File: src/rtl/sync_fifo_prog_pkg.sv
// Shared definitions for the programmable-threshold synchronous FIFO:
// fill-level width helper and the read-mode selector constants.
package fifo_pkg;

  // Read-mode selector values for the FWFT parameter.
  localparam int FIFO_STD  = 0;
  localparam int FIFO_FWFT = 1;

  // Width of a fill level able to hold 0..depth inclusive (PTR_WIDTH+1).
  function automatic int fill_width(input int depth);
    return $clog2(depth) + 1;
  endfunction

endpackage

File: src/rtl/sync_fifo_prog_if.sv
// Bus bundle between a FIFO user (master) and the FIFO (slave).
//
// Handshake: a write is taken on a rising edge where wr_en=1 and the FIFO
// has room (or a read is taken on the same edge); a read is taken where
// rd_en=1 and the FIFO is not empty. Rejected requests are reported by the
// one-cycle overflow/underflow pulses rather than by stalling. r_valid marks
// r_data as holding a word.
interface sync_fifo_prog_if #(
  parameter int DEPTH      = 16,
  parameter int DATA_WIDTH = 8
);
  import fifo_pkg::*;

  localparam int CW = fill_width(DEPTH);

  logic                  wr_en;
  logic [DATA_WIDTH-1:0] w_data;
  logic                  rd_en;
  logic [DATA_WIDTH-1:0] r_data;
  logic                  r_valid;
  logic                  full;
  logic                  empty;
  logic                  almost_full;
  logic                  almost_empty;
  logic [CW-1:0]         count;
  logic [CW-1:0]         af_thresh;
  logic [CW-1:0]         ae_thresh;
  logic                  overflow;
  logic                  underflow;
  logic                  err_clr;
  logic                  ovf_sticky;
  logic                  udf_sticky;

  modport master (
    output wr_en, w_data, rd_en, af_thresh, ae_thresh, err_clr,
    input  r_data, r_valid, full, empty, almost_full, almost_empty, count,
           overflow, underflow, ovf_sticky, udf_sticky
  );

  modport slave (
    input  wr_en, w_data, rd_en, af_thresh, ae_thresh, err_clr,
    output r_data, r_valid, full, empty, almost_full, almost_empty, count,
           overflow, underflow, ovf_sticky, udf_sticky
  );

endinterface

File: src/rtl/sync_fifo_prog_mem.sv
// Flop-based dual-port storage: synchronous write, asynchronous read.
// Contents are intentionally not reset.
module fifo_mem_2p #(
  parameter int DEPTH      = 16,
  parameter int DATA_WIDTH = 8,
  parameter int AW         = $clog2(DEPTH)
) (
  input  logic                  clk,
  input  logic                  i_we,
  input  logic [AW-1:0]         i_waddr,
  input  logic [DATA_WIDTH-1:0] i_wdata,
  input  logic [AW-1:0]         i_raddr,
  output logic [DATA_WIDTH-1:0] o_rdata
);

  logic [DATA_WIDTH-1:0] r_mem [DEPTH];

  // Store the write word at the write address on each enabled edge.
  always_ff @(posedge clk) begin
    if (i_we) begin
      r_mem[i_waddr] <= i_wdata;
    end
  end

  assign o_rdata = r_mem[i_raddr];

endmodule

File: src/rtl/sync_fifo_prog.sv
// Single-clock FIFO with programmable almost-full/almost-empty thresholds,
// fill level, one-cycle overflow/underflow pulses and sticky error flags.
// FWFT selects registered (1-cycle latency) or first-word-fall-through reads.
module sync_fifo_prog
  import fifo_pkg::*;
#(
  parameter int DEPTH      = 16,
  parameter int DATA_WIDTH = 8,
  parameter int FWFT       = FIFO_STD
) (
  input  logic                 clk,
  input  logic                 rst_n,
  sync_fifo_prog_if.slave      bus
);

  localparam int PTR_WIDTH = $clog2(DEPTH);
  localparam int CW        = PTR_WIDTH + 1;

  logic [CW-1:0]         r_wr_ptr;
  logic [CW-1:0]         r_rd_ptr;
  logic [CW-1:0]         r_count;
  logic                  r_overflow;
  logic                  r_underflow;
  logic                  r_ovf_sticky;
  logic                  r_udf_sticky;

  logic                  w_full;
  logic                  w_empty;
  logic                  w_rd_acc;
  logic                  w_wr_acc;
  logic                  w_ovf_evt;
  logic                  w_udf_evt;
  logic [DATA_WIDTH-1:0] w_mem_rdata;

  // The pointer MSB is a wrap bit: equal addresses with differing wrap bits
  // means the writer is a full lap ahead.
  assign w_full  = (r_wr_ptr[PTR_WIDTH-1:0] == r_rd_ptr[PTR_WIDTH-1:0]) &&
                   (r_wr_ptr[PTR_WIDTH] != r_rd_ptr[PTR_WIDTH]);
  assign w_empty = (r_wr_ptr == r_rd_ptr);

  // A same-cycle write never feeds a read of an empty FIFO, but a same-cycle
  // read frees the slot a write into a full FIFO needs.
  assign w_rd_acc  = bus.rd_en && !w_empty;
  assign w_wr_acc  = bus.wr_en && (!w_full || w_rd_acc);
  assign w_ovf_evt = bus.wr_en && !w_wr_acc;
  assign w_udf_evt = bus.rd_en && w_empty;

  fifo_mem_2p #(
    .DEPTH      (DEPTH),
    .DATA_WIDTH (DATA_WIDTH)
  ) u_mem (
    .clk     (clk),
    .i_we    (w_wr_acc),
    .i_waddr (r_wr_ptr[PTR_WIDTH-1:0]),
    .i_wdata (bus.w_data),
    .i_raddr (r_rd_ptr[PTR_WIDTH-1:0]),
    .o_rdata (w_mem_rdata)
  );

  // Advance the pointers on accepted transfers; they wrap naturally.
  always_ff @(posedge clk or negedge rst_n) begin
    if (!rst_n) begin
      r_wr_ptr <= '0;
      r_rd_ptr <= '0;
    end else begin
      if (w_wr_acc) r_wr_ptr <= r_wr_ptr + CW'(1);
      if (w_rd_acc) r_rd_ptr <= r_rd_ptr + CW'(1);
    end
  end

  // Track the fill level: up on write only, down on read only.
  always_ff @(posedge clk or negedge rst_n) begin
    if (!rst_n) begin
      r_count <= '0;
    end else begin
      case ({w_wr_acc, w_rd_acc})
        2'b10:   r_count <= r_count + CW'(1);
        2'b01:   r_count <= r_count - CW'(1);
        default: r_count <= r_count;
      endcase
    end
  end

  // One-cycle rejection pulses plus sticky copies; a new event beats err_clr.
  always_ff @(posedge clk or negedge rst_n) begin
    if (!rst_n) begin
      r_overflow   <= 1'b0;
      r_underflow  <= 1'b0;
      r_ovf_sticky <= 1'b0;
      r_udf_sticky <= 1'b0;
    end else begin
      r_overflow  <= w_ovf_evt;
      r_underflow <= w_udf_evt;
      if (w_ovf_evt)        r_ovf_sticky <= 1'b1;
      else if (bus.err_clr) r_ovf_sticky <= 1'b0;
      if (w_udf_evt)        r_udf_sticky <= 1'b1;
      else if (bus.err_clr) r_udf_sticky <= 1'b0;
    end
  end

  generate
    if (FWFT == FIFO_FWFT) begin : g_fwft
      // The head word is always presented; rd_en only pops it.
      assign bus.r_data  = w_mem_rdata;
      assign bus.r_valid = !w_empty;
    end else begin : g_std
      logic [DATA_WIDTH-1:0] r_rdata;
      logic                  r_rvalid;

      // Capture the head on an accepted read; hold it until the next one.
      always_ff @(posedge clk or negedge rst_n) begin
        if (!rst_n) begin
          r_rdata  <= '0;
          r_rvalid <= 1'b0;
        end else begin
          r_rvalid <= w_rd_acc;
          if (w_rd_acc) r_rdata <= w_mem_rdata;
        end
      end

      assign bus.r_data  = r_rdata;
      assign bus.r_valid = r_rvalid;
    end
  endgenerate

  assign bus.full         = w_full;
  assign bus.empty        = w_empty;
  assign bus.count        = r_count;
  assign bus.almost_full  = (r_count >= bus.af_thresh);
  assign bus.almost_empty = (r_count <= bus.ae_thresh);
  assign bus.overflow     = r_overflow;
  assign bus.underflow    = r_underflow;
  assign bus.ovf_sticky   = r_ovf_sticky;
  assign bus.udf_sticky   = r_udf_sticky;

endmodule

File: src/flat_wrapper.sv
// flat-port wrapper written by rule: the top's interface ports become plain ports
module sync_fifo_prog_flat import fifo_pkg::*;
#(
  parameter int DEPTH      = 16,
  parameter int DATA_WIDTH = 8,
  parameter int FWFT       = FIFO_STD
)
  (clk, rst_n, bus_wr_en, bus_w_data, bus_rd_en, bus_af_thresh, bus_ae_thresh, bus_err_clr, bus_r_data, bus_r_valid, bus_full, bus_empty, bus_almost_full, bus_almost_empty, bus_count, bus_overflow, bus_underflow, bus_ovf_sticky, bus_udf_sticky);
  sync_fifo_prog_if #(.DEPTH(DEPTH), .DATA_WIDTH(DATA_WIDTH)) bus_i ();
  input  logic clk;
  input  logic rst_n;
  input wire logic [$bits(bus_i.wr_en)-1:0] bus_wr_en;
  input wire logic [$bits(bus_i.w_data)-1:0] bus_w_data;
  input wire logic [$bits(bus_i.rd_en)-1:0] bus_rd_en;
  input wire logic [$bits(bus_i.af_thresh)-1:0] bus_af_thresh;
  input wire logic [$bits(bus_i.ae_thresh)-1:0] bus_ae_thresh;
  input wire logic [$bits(bus_i.err_clr)-1:0] bus_err_clr;
  output wire logic [$bits(bus_i.r_data)-1:0] bus_r_data;
  output wire logic [$bits(bus_i.r_valid)-1:0] bus_r_valid;
  output wire logic [$bits(bus_i.full)-1:0] bus_full;
  output wire logic [$bits(bus_i.empty)-1:0] bus_empty;
  output wire logic [$bits(bus_i.almost_full)-1:0] bus_almost_full;
  output wire logic [$bits(bus_i.almost_empty)-1:0] bus_almost_empty;
  output wire logic [$bits(bus_i.count)-1:0] bus_count;
  output wire logic [$bits(bus_i.overflow)-1:0] bus_overflow;
  output wire logic [$bits(bus_i.underflow)-1:0] bus_underflow;
  output wire logic [$bits(bus_i.ovf_sticky)-1:0] bus_ovf_sticky;
  output wire logic [$bits(bus_i.udf_sticky)-1:0] bus_udf_sticky;
  assign bus_i.wr_en = bus_wr_en;
  assign bus_i.w_data = bus_w_data;
  assign bus_i.rd_en = bus_rd_en;
  assign bus_i.af_thresh = bus_af_thresh;
  assign bus_i.ae_thresh = bus_ae_thresh;
  assign bus_i.err_clr = bus_err_clr;
  assign bus_r_data = bus_i.r_data;
  assign bus_r_valid = bus_i.r_valid;
  assign bus_full = bus_i.full;
  assign bus_empty = bus_i.empty;
  assign bus_almost_full = bus_i.almost_full;
  assign bus_almost_empty = bus_i.almost_empty;
  assign bus_count = bus_i.count;
  assign bus_overflow = bus_i.overflow;
  assign bus_underflow = bus_i.underflow;
  assign bus_ovf_sticky = bus_i.ovf_sticky;
  assign bus_udf_sticky = bus_i.udf_sticky;
  sync_fifo_prog #(.DEPTH(DEPTH), .DATA_WIDTH(DATA_WIDTH), .FWFT(FWFT)) u_core (.clk(clk), .rst_n(rst_n), .bus(bus_i));
endmodule
File: config.mk
export PLATFORM = sky130hd
export DESIGN_NAME = sync_fifo_prog_flat
export DESIGN_NICKNAME = d
export VERILOG_FILES = /design/src/rtl/sync_fifo_prog_pkg.sv /design/src/rtl/sync_fifo_prog_if.sv /design/src/rtl/sync_fifo_prog_mem.sv /design/src/rtl/sync_fifo_prog.sv /design/src/flat_wrapper.sv
export SDC_FILE = /design/constraint.sdc
export NUM_CORES = 1
export LEC_CHECK = 0
export CORE_MARGIN = 5
export CORE_UTILIZATION = 60
export CTS_BUF_LIST = sky130_fd_sc_hd__clkbuf_4
export CTS_CLUSTER_SIZE = 12
export DETAILED_ROUTE_END_ITERATION = 10
export PLACE_DENSITY = 0.81
export SLEW_MARGIN = 0
export SYNTH_ARGS = -nofsm -noshare
export SYNTH_HDL_FRONTEND = slang
export SYNTH_SLANG_ARGS = --single-unit
File: constraint.sdc
create_clock -name clk -period 6.1 [get_ports clk]
set_input_delay 1.525 -clock clk [delete_from_list [all_inputs] [get_ports clk]]
set_output_delay 1.525 -clock clk [all_outputs]
set_load 0.01 [all_outputs]
==> run_summary.xml, run 1 <==
<?xml version="1.0" encoding="UTF-8"?>
<metrics>
  <group name="place">
    <metric name="port_buffers" unit="">44</metric>
    <metric name="dp_slack" unit="ns">0.992</metric>
    <metric name="dpl.hpwl" unit="mm">8.14</metric>
    <metric name="gp_routability_congestion" unit="">0.743</metric>
  </group>
  <group name="clock_network">
    <metric name="clk_pin_slew_worst_paths" unit="ns">0.12</metric>
    <metric name="cts.repair_timing.setup_buffer_count" unit="">0</metric>
    <metric name="cts_resized" unit="">0</metric>
    <metric name="cts_root_buf" unit="">sky130_fd_sc_hd__clkbuf_4</metric>
    <metric name="clock_sink_count" unit="">156</metric>
    <metric name="cts_hold_buffers" unit="">0</metric>
    <metric name="tritoncts" unit="">built</metric>
    <metric name="numCtsBuffers" unit="">17</metric>
    <metric name="cts_max_level" unit="">4</metric>
    <metric name="cts_max_path_buffers" unit="">2</metric>
    <metric name="insertion_delay" unit="ns">0.55</metric>
  </group>
  <group name="grt">
    <metric name="grtUsageMet1" unit="">0.278</metric>
    <metric name="first_global_vias" unit="">3524</metric>
    <metric name="grt_start_max_net_pins" unit="">36</metric>
    <metric name="gr-usage-met3" unit="">0.0640</metric>
    <metric name="grt_antenna_before_repair" unit="">0</metric>
    <metric name="grt_peak_use_layer" unit="">met2</metric>
    <metric name="global_route.usage.met2" unit="">0.338</metric>
    <metric name="wire_length_of_the_first_global_routing_pass" unit="mm">19.7</metric>
    <metric name="globalRoute.totalOverflow" unit="">0</metric>
    <metric name="grt.total_usage" unit="">0.208</metric>
  </group>
  <group name="sta">
    <metric name="timing.final.crit_share" unit="">0.835</metric>
    <metric name="timing.final.max_slew_violations" unit="">0</metric>
    <metric name="max_freq" unit="GHz">0.196</metric>
    <metric name="unrepaired_setup_endpoints_after_global_routing" unit="">false</metric>
    <metric name="timing.setup.tns" unit="ns">0</metric>
    <metric name="timing.final.crit_period" unit="ns">5.10</metric>
    <metric name="finalHoldViolCount" unit="">0</metric>
    <metric name="setup_viol" unit="">0</metric>
    <metric name="clock-skew-final" unit="ns">0.0265</metric>
    <metric name="relSlewSlack" unit="">0.236</metric>
    <metric name="timing_worst_slew_pin_value" unit="ns">1.14</metric>
    <metric name="final.hold.worst_slack" unit="ns">0.496</metric>
    <metric name="fin_ws" unit="ns">1.00</metric>
  </group>
  <group name="setup_path">
    <metric name="crit_path_start_kind" unit="">input port</metric>
    <metric name="timing.reg2reg.setup_slack" unit="ns">3.21</metric>
    <metric name="path_type_of_the_worst_setup_path" unit="">input port to output pin</metric>
    <metric name="worst_ep_arrival_time" unit="ns">3.57</metric>
    <metric name="critical_path_peak_fanout" unit="">2</metric>
    <metric name="critical_path.endpoint_type" unit="">output pin</metric>
    <metric name="required" unit="ns">4.58</metric>
  </group>
  <group name="synth">
    <metric name="async_reset_ff_frac" unit="">0.179</metric>
    <metric name="synth_seq_cells" unit="">156</metric>
    <metric name="synth.cell_area" unit="um^2">6510</metric>
    <metric name="most_common_cell_in_the_netlist" unit="">sky130_fd_sc_hd__edfxtp_1</metric>
    <metric name="post_synth_edffs" unit="">128</metric>
    <metric name="syn-instance-count" unit="">357</metric>
    <metric name="synth_warnings" unit="">0</metric>
    <metric name="synth.largest_area_cell" unit="">sky130_fd_sc_hd__edfxtp_1</metric>
    <metric name="synth_fp_nets" unit="">399</metric>
    <metric name="synth_top_cell_area_share" unit="">0.591</metric>
    <metric name="post_synth_main_area_contributors" unit="">sky130_fd_sc_hd__edfxtp_1 (59%), sky130_fd_sc_hd__mux4_2 (11%), sky130_fd_sc_hd__dfrtp_1 (11%)</metric>
    <metric name="netlist_top_cells_count" unit="">sky130_fd_sc_hd__edfxtp_1 (128), sky130_fd_sc_hd__mux4_2 (32), sky130_fd_sc_hd__dfrtp_1 (28)</metric>
    <metric name="avgSynthCellArea" unit="um^2">18.2</metric>
    <metric name="ys_dominant_reg_cell" unit="">sky130_fd_sc_hd__edfxtp_1</metric>
    <metric name="synth.distinct_cells" unit="">35</metric>
    <metric name="yosysSeqAreaShare" unit="">0.698</metric>
  </group>
  <group name="run_status">
    <metric name="run_status" unit="">finished clean</metric>
  </group>
  <group name="hold_path">
    <metric name="worstHoldPathType" unit="">flip-flop to flip-flop</metric>
  </group>
  <group name="layout">
    <metric name="layout-drive-gt1-share" unit="">0.191</metric>
    <metric name="layout_area_overhead" unit="%">13.4</metric>
    <metric name="num-nets-final" unit="">448</metric>
    <metric name="diodes" unit="">0</metric>
  </group>
  <group name="floorplanning">
    <metric name="die_height" unit="um">114</metric>
    <metric name="boundaryPins" unit="">45</metric>
    <metric name="dieArea" unit="um^2">13000</metric>
    <metric name="coreArea" unit="um^2">10700</metric>
    <metric name="die_w" unit="um">114</metric>
    <metric name="num_rows" unit="">38</metric>
    <metric name="floorplan.initialDensity" unit="">0.605</metric>
  </group>
  <group name="power_and_ir_drop">
    <metric name="clock_power_share" unit="">0.201</metric>
    <metric name="pwr-share-comb" unit="">0.361</metric>
    <metric name="switchingPower" unit="uW">1110</metric>
    <metric name="power.sequential.fraction" unit="">0.438</metric>
    <metric name="power.switching_fraction" unit="">0.337</metric>
    <metric name="p_int" unit="uW">2180</metric>
    <metric name="max-vdd-ir-drop" unit="V">0.000198</metric>
    <metric name="pwr_density_cell" unit="nW/um^2">446</metric>
    <metric name="power.static_leakage" unit="uW">0.00270</metric>
  </group>
  <group name="drt">
    <metric name="drc" unit="">0</metric>
    <metric name="drt_first_iter_violations" unit="">266</metric>
    <metric name="dr_total_vias" unit="">3319</metric>
    <metric name="drt_wl_total" unit="mm">12.4</metric>
    <metric name="route.antenna.remaining_nets" unit="">0</metric>
    <metric name="routed_wire_length_per_instance" unit="um">22.1</metric>
    <metric name="via_density_per_instance" unit="">5.94</metric>
    <metric name="drt-pass1-iter-count" unit="">4</metric>
  </group>
  <group name="flow_run">
    <metric name="max-cap-violations" unit="">0</metric>
  </group>
</metrics>
## stage by stage
| step | cell area, um^2 | std cells | utilization | power (uW) |
|---|---|---|---|---|
| global route | 7380 | 559 | 0.687 | 3490 |
| detailed placement | 7070 | 527 | 0.658 | 2670 |
| floorplan | 6510 | 357 | - | 2280 |
| global placement | 7070 | 527 | 0.658 | 2620 |
| CTS | 7380 | 559 | 0.687 | 3320 |
| finish | 7380 | 559 | 0.687 | 3290 |
## worst max-delay path, cell delays in order
cell	delay (ns)
sky130_fd_sc_hd__clkdlybuf4s50_1	0.45
sky130_fd_sc_hd__inv_1	0.04
sky130_fd_sc_hd__ha_1	0.27
sky130_fd_sc_hd__nor2b_1	0.13
sky130_fd_sc_hd__o21a_1	0.16
sky130_fd_sc_hd__o21a_1	0.16
sky130_fd_sc_hd__o21a_1	0.16
sky130_fd_sc_hd__o22ai_1	0.11
sky130_fd_sc_hd__clkdlybuf4s50_1	0.55
## final timing paths
check | startpoint | to | cells after the start
max | bus_ae_thresh[1] | bus_almost_empty | 9
min | u_core.bus.udf_sticky$_DFFE_PN0P_ | u_core.bus.udf_sticky$_DFFE_PN0P_ | 1
max reg2reg | u_core.r_wr_ptr[4]$_DFFE_PN0P_ | u_core.u_mem.r_mem[5][7]$_DFFE_PP_ | 4
min reg2reg | u_core.bus.udf_sticky$_DFFE_PN0P_ | u_core.bus.udf_sticky$_DFFE_PN0P_ | 1
max in group asynchronous | rst_n | u_core.r_rd_ptr[0]$_DFFE_PN0P_ | 2
min in group asynchronous | rst_n | u_core.bus.r_data[3]$_DFFE_PN0P_ | 2
## power by group through the flow
| stage | registers (uW) | logic, uW | clock network (uW) |
|---|---|---|---|
| final | 1440 | 1190 | 660 |
| after global routing | 1470 | 1300 | 726 |
| after CTS | 1440 | 1210 | 669 |
| after detailed placement | 1470 | 1200 | 0 |
| after global placement | 1460 | 1170 | 0 |
| after floorplan | 1440 | 842 | 0 |
## layer usage
metal | part of all wire | vias to the layer above
met5 | 0 | -
met4 | 0.014 | 0
met3 | 0.076 | 15
met2 | 0.52 | 125
met1 | 0.39 | 1684
li1 | - | 1495
## cells in the final DEF, fill, tap and decap left out, drive strengths merged, types with 4 or more instances in the layout
| cell | n |
|---|---|
| a22oi | 16 |
| and3 | 17 |
| a21o | 8 |
| dfrtp | 28 |
| mux4 | 32 |
| nor2b | 6 |
| clkbuf | 18 |
| mux2 | 11 |
| xnor2 | 11 |
| nor2 | 4 |
| clkdlybuf4s50 | 44 |
| edfxtp | 128 |
| nand2 | 13 |
| xor2 | 6 |
| clkinv | 4 |
| buf | 4 |
| ha | 18 |
| inv | 22 |
## flip-flops by register name, summed over array words and instances, names as in the netlist
signal / flops
u_core.r_wr_ptr: 5
u_core.bus.r_valid: 1
u_core.bus.udf_sticky: 1
u_core.bus.overflow: 1
u_core.bus.underflow: 1
u_core.u_mem.r_mem: 128
u_core.r_rd_ptr: 5
u_core.bus.count: 5
u_core.bus.r_data: 8
u_core.bus.ovf_sticky: 1
## kinds of logic (layout without fill, tap and decap cells)
group | after synthesis | count (layout) | synth area share
adder cells (fa/ha/maj) | 19 | 19 | 0.0377
buffers and inverters | 33 | 95 | 0.0219
XOR/XNOR | 17 | 17 | 0.0229
AO/OA/AOI/OAI | 34 | 34 | 0.0381
flip-flops | 156 | 156 | 0.698
AND/OR/NAND/NOR | 52 | 52 | 0.0465
multiplexers | 46 | 46 | 0.134
## final cells by class
| class | count | area, um^2 |
|---|---|---|
| clock buffer | 18 | 135 |
| clock inverter | 14 | 176 |
| fill | 707 | 3370 |
| inverter | 15 | 56.3 |
| multi-input combinational | 168 | 1820 |
| sequential | 156 | 4550 |
| tap | 140 | 175 |
| timing repair buffer | 48 | 470 |
No activity file was read; power rests on OpenSTA's default activity.
==> inputs of run 2 (changes only) <==
--- a/config.mk
+++ b/config.mk
@@ -6,11 +6,11 @@
 export NUM_CORES = 1
 export LEC_CHECK = 0
 export CORE_MARGIN = 5
-export CORE_UTILIZATION = 60
+export CORE_UTILIZATION = 55
 export CTS_BUF_LIST = sky130_fd_sc_hd__clkbuf_4
 export CTS_CLUSTER_SIZE = 12
 export DETAILED_ROUTE_END_ITERATION = 10
-export PLACE_DENSITY = 0.81
+export PLACE_DENSITY = 0.78
 export SLEW_MARGIN = 0
 export SYNTH_ARGS = -nofsm -noshare
 export SYNTH_HDL_FRONTEND = slang
==> constraint.sdc (replaced) <==
create_clock -name clk -period 4.3 [get_ports clk]
set_input_delay 1.075 -clock clk [delete_from_list [all_inputs] [get_ports clk]]
set_output_delay 1.075 -clock clk [all_outputs]
set_load 0.01 [all_outputs]
==> run_summary.xml, run 2 (same netlist as run 1, synthesis figures left out) <==
<?xml version="1.0" encoding="UTF-8"?>
<metrics>
  <group name="clock_network">
    <metric name="tritoncts" unit="">built</metric>
    <metric name="insertion_delay" unit="ns">0.54</metric>
    <metric name="numCtsBuffers" unit="">17</metric>
    <metric name="clk_pin_slew_worst_paths" unit="ns">0.12</metric>
    <metric name="cts.repair_timing.setup_buffer_count" unit="">0</metric>
    <metric name="cts_hold_buffers" unit="">0</metric>
    <metric name="clock_sink_count" unit="">156</metric>
    <metric name="cts_resized" unit="">0</metric>
    <metric name="cts_root_buf" unit="">sky130_fd_sc_hd__clkbuf_4</metric>
    <metric name="cts_max_level" unit="">4</metric>
    <metric name="cts_max_path_buffers" unit="">2</metric>
  </group>
  <group name="grt">
    <metric name="wire_length_of_the_first_global_routing_pass" unit="mm">19.0</metric>
    <metric name="first_global_vias" unit="">3467</metric>
    <metric name="gr-usage-met3" unit="">0.0444</metric>
    <metric name="grt_antenna_before_repair" unit="">0</metric>
    <metric name="grtUsageMet1" unit="">0.244</metric>
    <metric name="grt.total_usage" unit="">0.181</metric>
    <metric name="global_route.usage.met2" unit="">0.287</metric>
    <metric name="grt_start_max_net_pins" unit="">36</metric>
    <metric name="grt_peak_use_layer" unit="">met2</metric>
    <metric name="globalRoute.totalOverflow" unit="">0</metric>
  </group>
  <group name="drt">
    <metric name="dr_total_vias" unit="">3318</metric>
    <metric name="drc" unit="">0</metric>
    <metric name="routed_wire_length_per_instance" unit="um">21.5</metric>
    <metric name="via_density_per_instance" unit="">5.89</metric>
    <metric name="drt_wl_total" unit="mm">12.1</metric>
    <metric name="route.antenna.remaining_nets" unit="">0</metric>
    <metric name="drt_first_iter_violations" unit="">275</metric>
    <metric name="drt-pass1-iter-count" unit="">5</metric>
  </group>
  <group name="floorplanning">
    <metric name="floorplan.initialDensity" unit="">0.565</metric>
    <metric name="die_height" unit="um">119</metric>
    <metric name="boundaryPins" unit="">45</metric>
    <metric name="num_rows" unit="">39</metric>
    <metric name="coreArea" unit="um^2">11500</metric>
    <metric name="dieArea" unit="um^2">14100</metric>
    <metric name="die_w" unit="um">119</metric>
  </group>
  <group name="sta">
    <metric name="unrepaired_setup_endpoints_after_global_routing" unit="">false</metric>
    <metric name="timing_worst_slew_pin_value" unit="ns">1.11</metric>
    <metric name="timing.final.max_slew_violations" unit="">0</metric>
    <metric name="clock-skew-final" unit="ns">0.0207</metric>
    <metric name="timing.final.crit_share" unit="">0.979</metric>
    <metric name="timing.final.crit_period" unit="ns">4.21</metric>
    <metric name="timing.setup.tns" unit="ns">0</metric>
    <metric name="setup_viol" unit="">0</metric>
    <metric name="max_freq" unit="GHz">0.238</metric>
    <metric name="relSlewSlack" unit="">0.259</metric>
    <metric name="fin_ws" unit="ns">0.0900</metric>
    <metric name="finalHoldViolCount" unit="">0</metric>
  </group>
  <group name="setup_path">
    <metric name="critical_path.most_common_cell" unit="">sky130_fd_sc_hd__o21a_1</metric>
    <metric name="crit_path_start_kind" unit="">input port</metric>
    <metric name="critical_path_peak_fanout" unit="">2</metric>
    <metric name="timing.critical_path.from" unit="">bus_ae_thresh[1]</metric>
    <metric name="worst_ep_arrival_time" unit="ns">3.14</metric>
    <metric name="critical-path-max-stage-delay" unit="ns">0.56</metric>
    <metric name="critical_path_buf_inv_count" unit="">3</metric>
    <metric name="crit_family" unit="">buffers and inverters</metric>
    <metric name="critical_path_cell_count" unit="">9</metric>
    <metric name="r2r-start" unit="">u_core.r_wr_ptr[1]$_DFFE_PN0P_</metric>
    <metric name="path_type_of_the_worst_setup_path" unit="">input port to output pin</metric>
    <metric name="r2r-end" unit="">u_core.bus.count[4]$_DFFE_PN0P_</metric>
    <metric name="worst_r2r_path_depth" unit="">8</metric>
    <metric name="path_cells" unit="">clkdlybuf4s50_1, inv_1, ha_1, nor2b_1, o21a_1, o21a_1, o21a_1, o22ai_1, clkdlybuf4s50_1</metric>
    <metric name="timing.reg2reg.setup_slack" unit="ns">1.55</metric>
    <metric name="cp-endpoint" unit="">bus_almost_empty</metric>
    <metric name="cp_slowest_cell" unit="">sky130_fd_sc_hd__clkdlybuf4s50_1</metric>
    <metric name="critical_path.endpoint_type" unit="">output pin</metric>
    <metric name="required" unit="ns">3.22</metric>
  </group>
  <group name="power_and_ir_drop">
    <metric name="clock_power_share" unit="">0.175</metric>
    <metric name="power.static_leakage" unit="uW">0.00266</metric>
    <metric name="pwr_density_cell" unit="nW/um^2">617</metric>
    <metric name="p_int" unit="uW">3020</metric>
    <metric name="power.sequential.fraction" unit="">0.452</metric>
    <metric name="pwr-share-comb" unit="">0.373</metric>
    <metric name="switchingPower" unit="uW">1500</metric>
    <metric name="max-vdd-ir-drop" unit="V">0.000294</metric>
    <metric name="power.switching_fraction" unit="">0.332</metric>
  </group>
  <group name="hold_path">
    <metric name="worstHoldPathType" unit="">flip-flop to flip-flop</metric>
  </group>
  <group name="layout">
    <metric name="max_ffs_per_register" unit="">128</metric>
    <metric name="mostFrequentLayoutCells" unit="">sky130_fd_sc_hd__edfxtp_1 (128), sky130_fd_sc_hd__clkdlybuf4s50_1 (44), sky130_fd_sc_hd__mux4_2 (32)</metric>
    <metric name="regArea" unit="um^2">4550</metric>
    <metric name="diodes" unit="">0</metric>
    <metric name="num-nets-final" unit="">449</metric>
    <metric name="layout_area_overhead" unit="%">12.6</metric>
    <metric name="multi_input_comb_area" unit="um^2">1820</metric>
    <metric name="post-route-cell-area" unit="um^2">7330</metric>
    <metric name="layout_commonest_cell" unit="">sky130_fd_sc_hd__edfxtp_1</metric>
    <metric name="fin_cells" unit="">563</metric>
    <metric name="fillers" unit="">821</metric>
    <metric name="largest_register" unit="">u_core.u_mem.r_mem</metric>
    <metric name="layout-drive-gt1-share" unit="">0.188</metric>
  </group>
  <group name="place">
    <metric name="dpl_cell_area" unit="um^2">7080</metric>
    <metric name="dp_slack" unit="ns">0.0653</metric>
    <metric name="dpl.cell_count" unit="">531</metric>
    <metric name="gp_routability_congestion" unit="">0.761</metric>
    <metric name="dpl.hpwl" unit="mm">7.99</metric>
    <metric name="port_buffers" unit="">44</metric>
  </group>
  <group name="run_status">
    <metric name="run_status" unit="">finished clean</metric>
  </group>
  <group name="flow_run">
    <metric name="max-cap-violations" unit="">0</metric>
  </group>
</metrics>
-- run 2: changes by cell type in the layout (fill, tap and decap cells not counted), moves of 2 or more --
cell / delta
sky130_fd_sc_hd__clkbuf_4: +2
sky130_fd_sc_hd__clkinv_1: +2
sky130_fd_sc_hd__clkinv_2: +2
sky130_fd_sc_hd__clkinv_4: -3
sky130_fd_sc_hd__clkinvlp_4: +6
sky130_fd_sc_hd__inv_6: -5
sky130_fd_sc_hd__inv_8: -2
-- run 2: cell type report --
| cell class | count | area share |
|---|---|---|
| flip-flops and latches | 156 | 0.620 |
| multi-input cells | 168 | 0.248 |
| repair buffers | 49 | 0.0652 |
| well taps | 143 | 0.0244 |
| clock buffers | 20 | 0.0205 |
| clock inverters | 12 | 0.0137 |
| inverters | 15 | 0.00768 |
-- run 2: worst reg2reg max path, cell delays in order (launching register included) --
cell                      delay, ns
sky130_fd_sc_hd__dfrtp_1       0.48
sky130_fd_sc_hd__xor2_1        0.22
sky130_fd_sc_hd__nor4_4        0.53
sky130_fd_sc_hd__a21oi_1       0.32
sky130_fd_sc_hd__ha_1          0.42
sky130_fd_sc_hd__a21o_1        0.17
sky130_fd_sc_hd__a21oi_1       0.16
sky130_fd_sc_hd__mux2i_1       0.25
sky130_fd_sc_hd__xnor2_1       0.14
-- run 2: worst min path at each step --
stage | cells past startpoint | endpoint | slack [ns] | startpoint
2_1_floorplan | 1 | u_core.r_wr_ptr[4]$_DFFE_PN0P_ | 0.46 | u_core.r_wr_ptr[4]$_DFFE_PN0P_
3_3_place_gp | 1 | u_core.bus.udf_sticky$_DFFE_PN0P_ | 0.46 | u_core.bus.udf_sticky$_DFFE_PN0P_
3_5_place_dp | 1 | u_core.bus.ovf_sticky$_DFFE_PN0P_ | 0.47 | u_core.bus.ovf_sticky$_DFFE_PN0P_
4_1_cts | 1 | u_core.bus.ovf_sticky$_DFFE_PN0P_ | 0.50 | u_core.bus.ovf_sticky$_DFFE_PN0P_
5_1_grt | 1 | u_core.r_wr_ptr[4]$_DFFE_PN0P_ | 0.52 | u_core.r_wr_ptr[4]$_DFFE_PN0P_
6_report | 1 | u_core.bus.ovf_sticky$_DFFE_PN0P_ | 0.49 | u_core.bus.ovf_sticky$_DFFE_PN0P_
-- run 2: power groups by stage --
stage / sequential [uW] / combinational, uW / clock [uW]
CTS: 2050 / 1710 / 805
floorplan: 2040 / 1190 / 0
detailed placement: 2080 / 1700 / 0
finish: 2040 / 1690 / 791
global placement: 2070 / 1650 / 0
global route: 2070 / 1840 / 872
-- run 2: per-layer routing --
metal  vias up  share of wire
met1      1674           0.43
met3        20          0.068
met2       130           0.48
li1       1494              -
met5         -              0
met4         0          0.020
-- run 2: metrics by stage --
step,hold slack (ns),power (uW),util
floorplan,0.462,3230,-
global placement,0.462,3720,0.615
detailed placement,0.467,3790,0.615
CTS,0.496,4560,0.636
global route,0.525,4790,0.636
finish,0.492,4520,0.636
==> inputs of run 3 (changes only) <==
--- a/config.mk
+++ b/config.mk
@@ -14,4 +14,5 @@
 export SLEW_MARGIN = 0
 export SYNTH_ARGS = -nofsm -noshare
 export SYNTH_HDL_FRONTEND = slang
+export SYNTH_HIERARCHICAL = 1
 export SYNTH_SLANG_ARGS = --single-unit
==> constraint.sdc (replaced) <==
create_clock -name clk -period 3.85 [get_ports clk]
set_input_delay 0.9625 -clock clk [delete_from_list [all_inputs] [get_ports clk]]
set_output_delay 0.9625 -clock clk [all_outputs]
set_load 0.01 [all_outputs]
==> run_summary.xml, run 3 <==
<?xml version="1.0" encoding="UTF-8"?>
<metrics>
  <group name="synth">
    <metric name="synth_warnings" unit="">6</metric>
    <metric name="synth_seq_cells" unit="">156</metric>
    <metric name="post_synth_main_area_contributors" unit="">sky130_fd_sc_hd__edfxtp_1 (59%), sky130_fd_sc_hd__dfrtp_1 (11%), sky130_fd_sc_hd__mux4_2 (6.2%)</metric>
    <metric name="synth.largest_area_cell" unit="">sky130_fd_sc_hd__edfxtp_1</metric>
    <metric name="most_common_cell_in_the_netlist" unit="">sky130_fd_sc_hd__edfxtp_1</metric>
    <metric name="synth.cell_area" unit="um^2">6500</metric>
    <metric name="yosysSeqAreaShare" unit="">0.699</metric>
    <metric name="synth.distinct_cells" unit="">37</metric>
    <metric name="post_synth_edffs" unit="">128</metric>
    <metric name="netlist_top_cells_count" unit="">sky130_fd_sc_hd__edfxtp_1 (128), sky130_fd_sc_hd__dfrtp_1 (28), sky130_fd_sc_hd__mux4_2 (18)</metric>
    <metric name="avgSynthCellArea" unit="um^2">18.8</metric>
    <metric name="async_reset_ff_frac" unit="">0.179</metric>
    <metric name="syn-instance-count" unit="">345</metric>
    <metric name="synth_fp_nets" unit="">384</metric>
    <metric name="synth_top_cell_area_share" unit="">0.591</metric>
    <metric name="ys_dominant_reg_cell" unit="">sky130_fd_sc_hd__edfxtp_1</metric>
  </group>
  <group name="clock_network">
    <metric name="cts.repair_timing.setup_buffer_count" unit="">0</metric>
    <metric name="cts_hold_buffers" unit="">0</metric>
    <metric name="tritoncts" unit="">built</metric>
    <metric name="clk_pin_slew_worst_paths" unit="ns">0.13</metric>
    <metric name="numCtsBuffers" unit="">17</metric>
    <metric name="cts_root_buf" unit="">sky130_fd_sc_hd__clkbuf_4</metric>
    <metric name="insertion_delay" unit="ns">0.55</metric>
    <metric name="cts_max_level" unit="">4</metric>
    <metric name="cts_max_path_buffers" unit="">2</metric>
    <metric name="clock_sink_count" unit="">156</metric>
  </group>
  <group name="setup_path">
    <metric name="path_type_of_the_worst_setup_path" unit="">input port to output pin</metric>
    <metric name="required" unit="ns">2.89</metric>
    <metric name="critical_path_peak_fanout" unit="">2</metric>
    <metric name="critical_path.endpoint_type" unit="">output pin</metric>
    <metric name="crit_path_start_kind" unit="">input port</metric>
    <metric name="worst_ep_arrival_time" unit="ns">2.75</metric>
  </group>
  <group name="layout">
    <metric name="layout_commonest_cell" unit="">sky130_fd_sc_hd__edfxtp_1</metric>
    <metric name="utilization" unit="">0.650</metric>
    <metric name="regArea" unit="um^2">4550</metric>
    <metric name="mostFrequentLayoutCells" unit="">sky130_fd_sc_hd__edfxtp_1 (128), sky130_fd_sc_hd__clkdlybuf4s50_1 (42), sky130_fd_sc_hd__dfrtp_1 (27)</metric>
    <metric name="largest_register" unit="">u_core/u_mem/r_mem</metric>
    <metric name="multi_input_comb_area" unit="um^2">1830</metric>
    <metric name="max_ffs_per_register" unit="">128</metric>
    <metric name="fillers" unit="">821</metric>
    <metric name="fin_cells" unit="">576</metric>
    <metric name="layout-drive-gt1-share" unit="">0.188</metric>
    <metric name="num-nets-final" unit="">458</metric>
    <metric name="layout_area_overhead" unit="%">15.2</metric>
  </group>
  <group name="place">
    <metric name="port_buffers" unit="">44</metric>
    <metric name="dpl.hpwl" unit="mm">8.08</metric>
    <metric name="dpl.cell_count" unit="">543</metric>
    <metric name="dp_slack" unit="ns">-0.144</metric>
    <metric name="gp_routability_congestion" unit="">0.775</metric>
  </group>
  <group name="grt">
    <metric name="first_global_vias" unit="">3463</metric>
    <metric name="wire_length_of_the_first_global_routing_pass" unit="mm">19.4</metric>
    <metric name="globalRoute.totalOverflow" unit="">0</metric>
    <metric name="grt.total_usage" unit="">0.184</metric>
    <metric name="grt_antenna_before_repair" unit="">1</metric>
    <metric name="grt_start_max_net_pins" unit="">36</metric>
  </group>
  <group name="sta">
    <metric name="timing.final.crit_period" unit="ns">3.71</metric>
    <metric name="fin_ws" unit="ns">0.142</metric>
    <metric name="timing_worst_slew_pin_value" unit="ns">0.980</metric>
    <metric name="finalHoldViolCount" unit="">0</metric>
    <metric name="max_freq" unit="GHz">0.270</metric>
    <metric name="timing.final.crit_share" unit="">0.963</metric>
    <metric name="unrepaired_setup_endpoints_after_global_routing" unit="">false</metric>
    <metric name="relSlewSlack" unit="">0.344</metric>
    <metric name="timing.final.max_slew_violations" unit="">0</metric>
    <metric name="clock-skew-final" unit="ns">0.0226</metric>
    <metric name="setup_viol" unit="">0</metric>
  </group>
  <group name="power_and_ir_drop">
    <metric name="pwr_density_cell" unit="nW/um^2">689</metric>
    <metric name="max-vdd-ir-drop" unit="V">0.000379</metric>
    <metric name="power.static_leakage" unit="uW">0.00273</metric>
  </group>
  <group name="hold_path">
    <metric name="worstHoldPathType" unit="">flip-flop to flip-flop</metric>
  </group>
  <group name="run_status">
    <metric name="run_status" unit="">finished clean</metric>
  </group>
  <group name="floorplanning">
    <metric name="die_w" unit="um">119</metric>
    <metric name="floorplan.initialDensity" unit="">0.565</metric>
    <metric name="boundaryPins" unit="">45</metric>
    <metric name="die_height" unit="um">119</metric>
    <metric name="num_rows" unit="">39</metric>
    <metric name="dieArea" unit="um^2">14100</metric>
    <metric name="coreArea" unit="um^2">11500</metric>
  </group>
  <group name="drt">
    <metric name="dr_total_vias" unit="">3346</metric>
    <metric name="route.antenna.remaining_nets" unit="">0</metric>
    <metric name="routed_wire_length_per_instance" unit="um">21.4</metric>
    <metric name="drt-pass1-iter-count" unit="">4</metric>
    <metric name="via_density_per_instance" unit="">5.81</metric>
    <metric name="drc" unit="">0</metric>
    <metric name="drt_first_iter_violations" unit="">300</metric>
    <metric name="drt_wl_total" unit="mm">12.4</metric>
  </group>
  <group name="flow_run">
    <metric name="max-cap-violations" unit="">0</metric>
  </group>
</metrics>
run 3: changes by cell type in the layout (fill, tap and decap cells not counted), moves of 5 or more:
cell	previous run	this run
sky130_fd_sc_hd__buf_4	5	22
sky130_fd_sc_hd__mux4_2	32	18
sky130_fd_sc_hd__and3_1	17	2
sky130_fd_sc_hd__mux2_1	3	8
sky130_fd_sc_hd__inv_1	15	10
sky130_fd_sc_hd__nor2_1	3	14
sky130_fd_sc_hd__mux4_1	0	14
run 3: worst paths after layout:
path                       depth (start not counted)  slack [ns]                         startpoint                                 to
min in group asynchronous                          1        0.95                              rst_n     u_core/r_wr_ptr[3]$_DFFE_PN0P_
hold reg to reg                                    1        0.49  u_core/bus.ovf_sticky$_DFFE_PN0P_  u_core/bus.ovf_sticky$_DFFE_PN0P_
setup reg to reg                                   8        0.97     u_core/r_wr_ptr[0]$_DFFE_PN0P_    u_core/bus.count[4]$_DFFE_PN0P_
setup / recovery                                   9        0.14                   bus_ae_thresh[1]                   bus_almost_empty
hold / removal                                     1        0.49  u_core/bus.ovf_sticky$_DFFE_PN0P_  u_core/bus.ovf_sticky$_DFFE_PN0P_
max in group asynchronous                          2        2.22                              rst_n   u_core/bus.r_data[6]$_DFFE_PN0P_
run 3: timing repair:
item / in CTS / in global routing
cloned: 0 / 0
setup endpoints to repair: 2 / 1
resized for setup: 2 / 1
pin swaps: 0 / 0
run 3: per-stage QoR:
stage	instance area (um^2)	TNS, ns	power (uW)	hold WS (ns)
global route	7490	0	5470	0.527
global placement	7200	-0.180	4180	0.464
finish	7490	0	5160	0.493
floorplan	6500	0	3610	0.466
detailed placement	7200	-0.199	4240	0.467
CTS	7480	0	5210	0.497
run 3: cells by family after synthesis:
family | after synthesis | share of synthesized area
flip-flops | 156 | 0.699
AND/OR/NAND/NOR | 55 | 0.0446
multiplexers | 47 | 0.145
AO/OA/AOI/OAI | 33 | 0.0373
buffers and inverters | 21 | 0.0198
XOR/XNOR | 17 | 0.0229
adder cells (fa/ha/maj) | 16 | 0.0319
run 3: worst max-delay path, stage by stage:
cell                              delay, ns
sky130_fd_sc_hd__clkdlybuf4s50_1       0.45
sky130_fd_sc_hd__inv_1                 0.04
sky130_fd_sc_hd__ha_1                  0.29
sky130_fd_sc_hd__nor2b_1               0.14
sky130_fd_sc_hd__o21a_1                0.16
sky130_fd_sc_hd__o21a_1                0.16
sky130_fd_sc_hd__o21a_1                0.16
sky130_fd_sc_hd__o22ai_1               0.12
sky130_fd_sc_hd__clkdlybuf4s15_1       0.26
run 3: routing by layer:
layer,track usage,share of wire
met1,0.235,0.41
met2,0.303,0.51
met3,0.0549,0.067
met4,0.0652,0.012
met5,0,0
run 3: final cells by class:
type / count / area share
tap: 143 / 0.0239
inverter: 10 / 0.00501
antenna: 2 / 0.000668
multi-input combinational: 168 / 0.244
sequential: 156 / 0.607
timing repair buffer: 66 / 0.0807
clock inverter: 14 / 0.0217
clock buffer: 17 / 0.0170
run 3: where the power goes:
part / internal [uW] / switching [uW] / leakage, uW / total (uW)
combinational: 931 / 925 / 0.00108 / 1860
clock: 397 / 587 / 0.000149 / 984
sequential: 2120 / 206 / 0.00150 / 2320
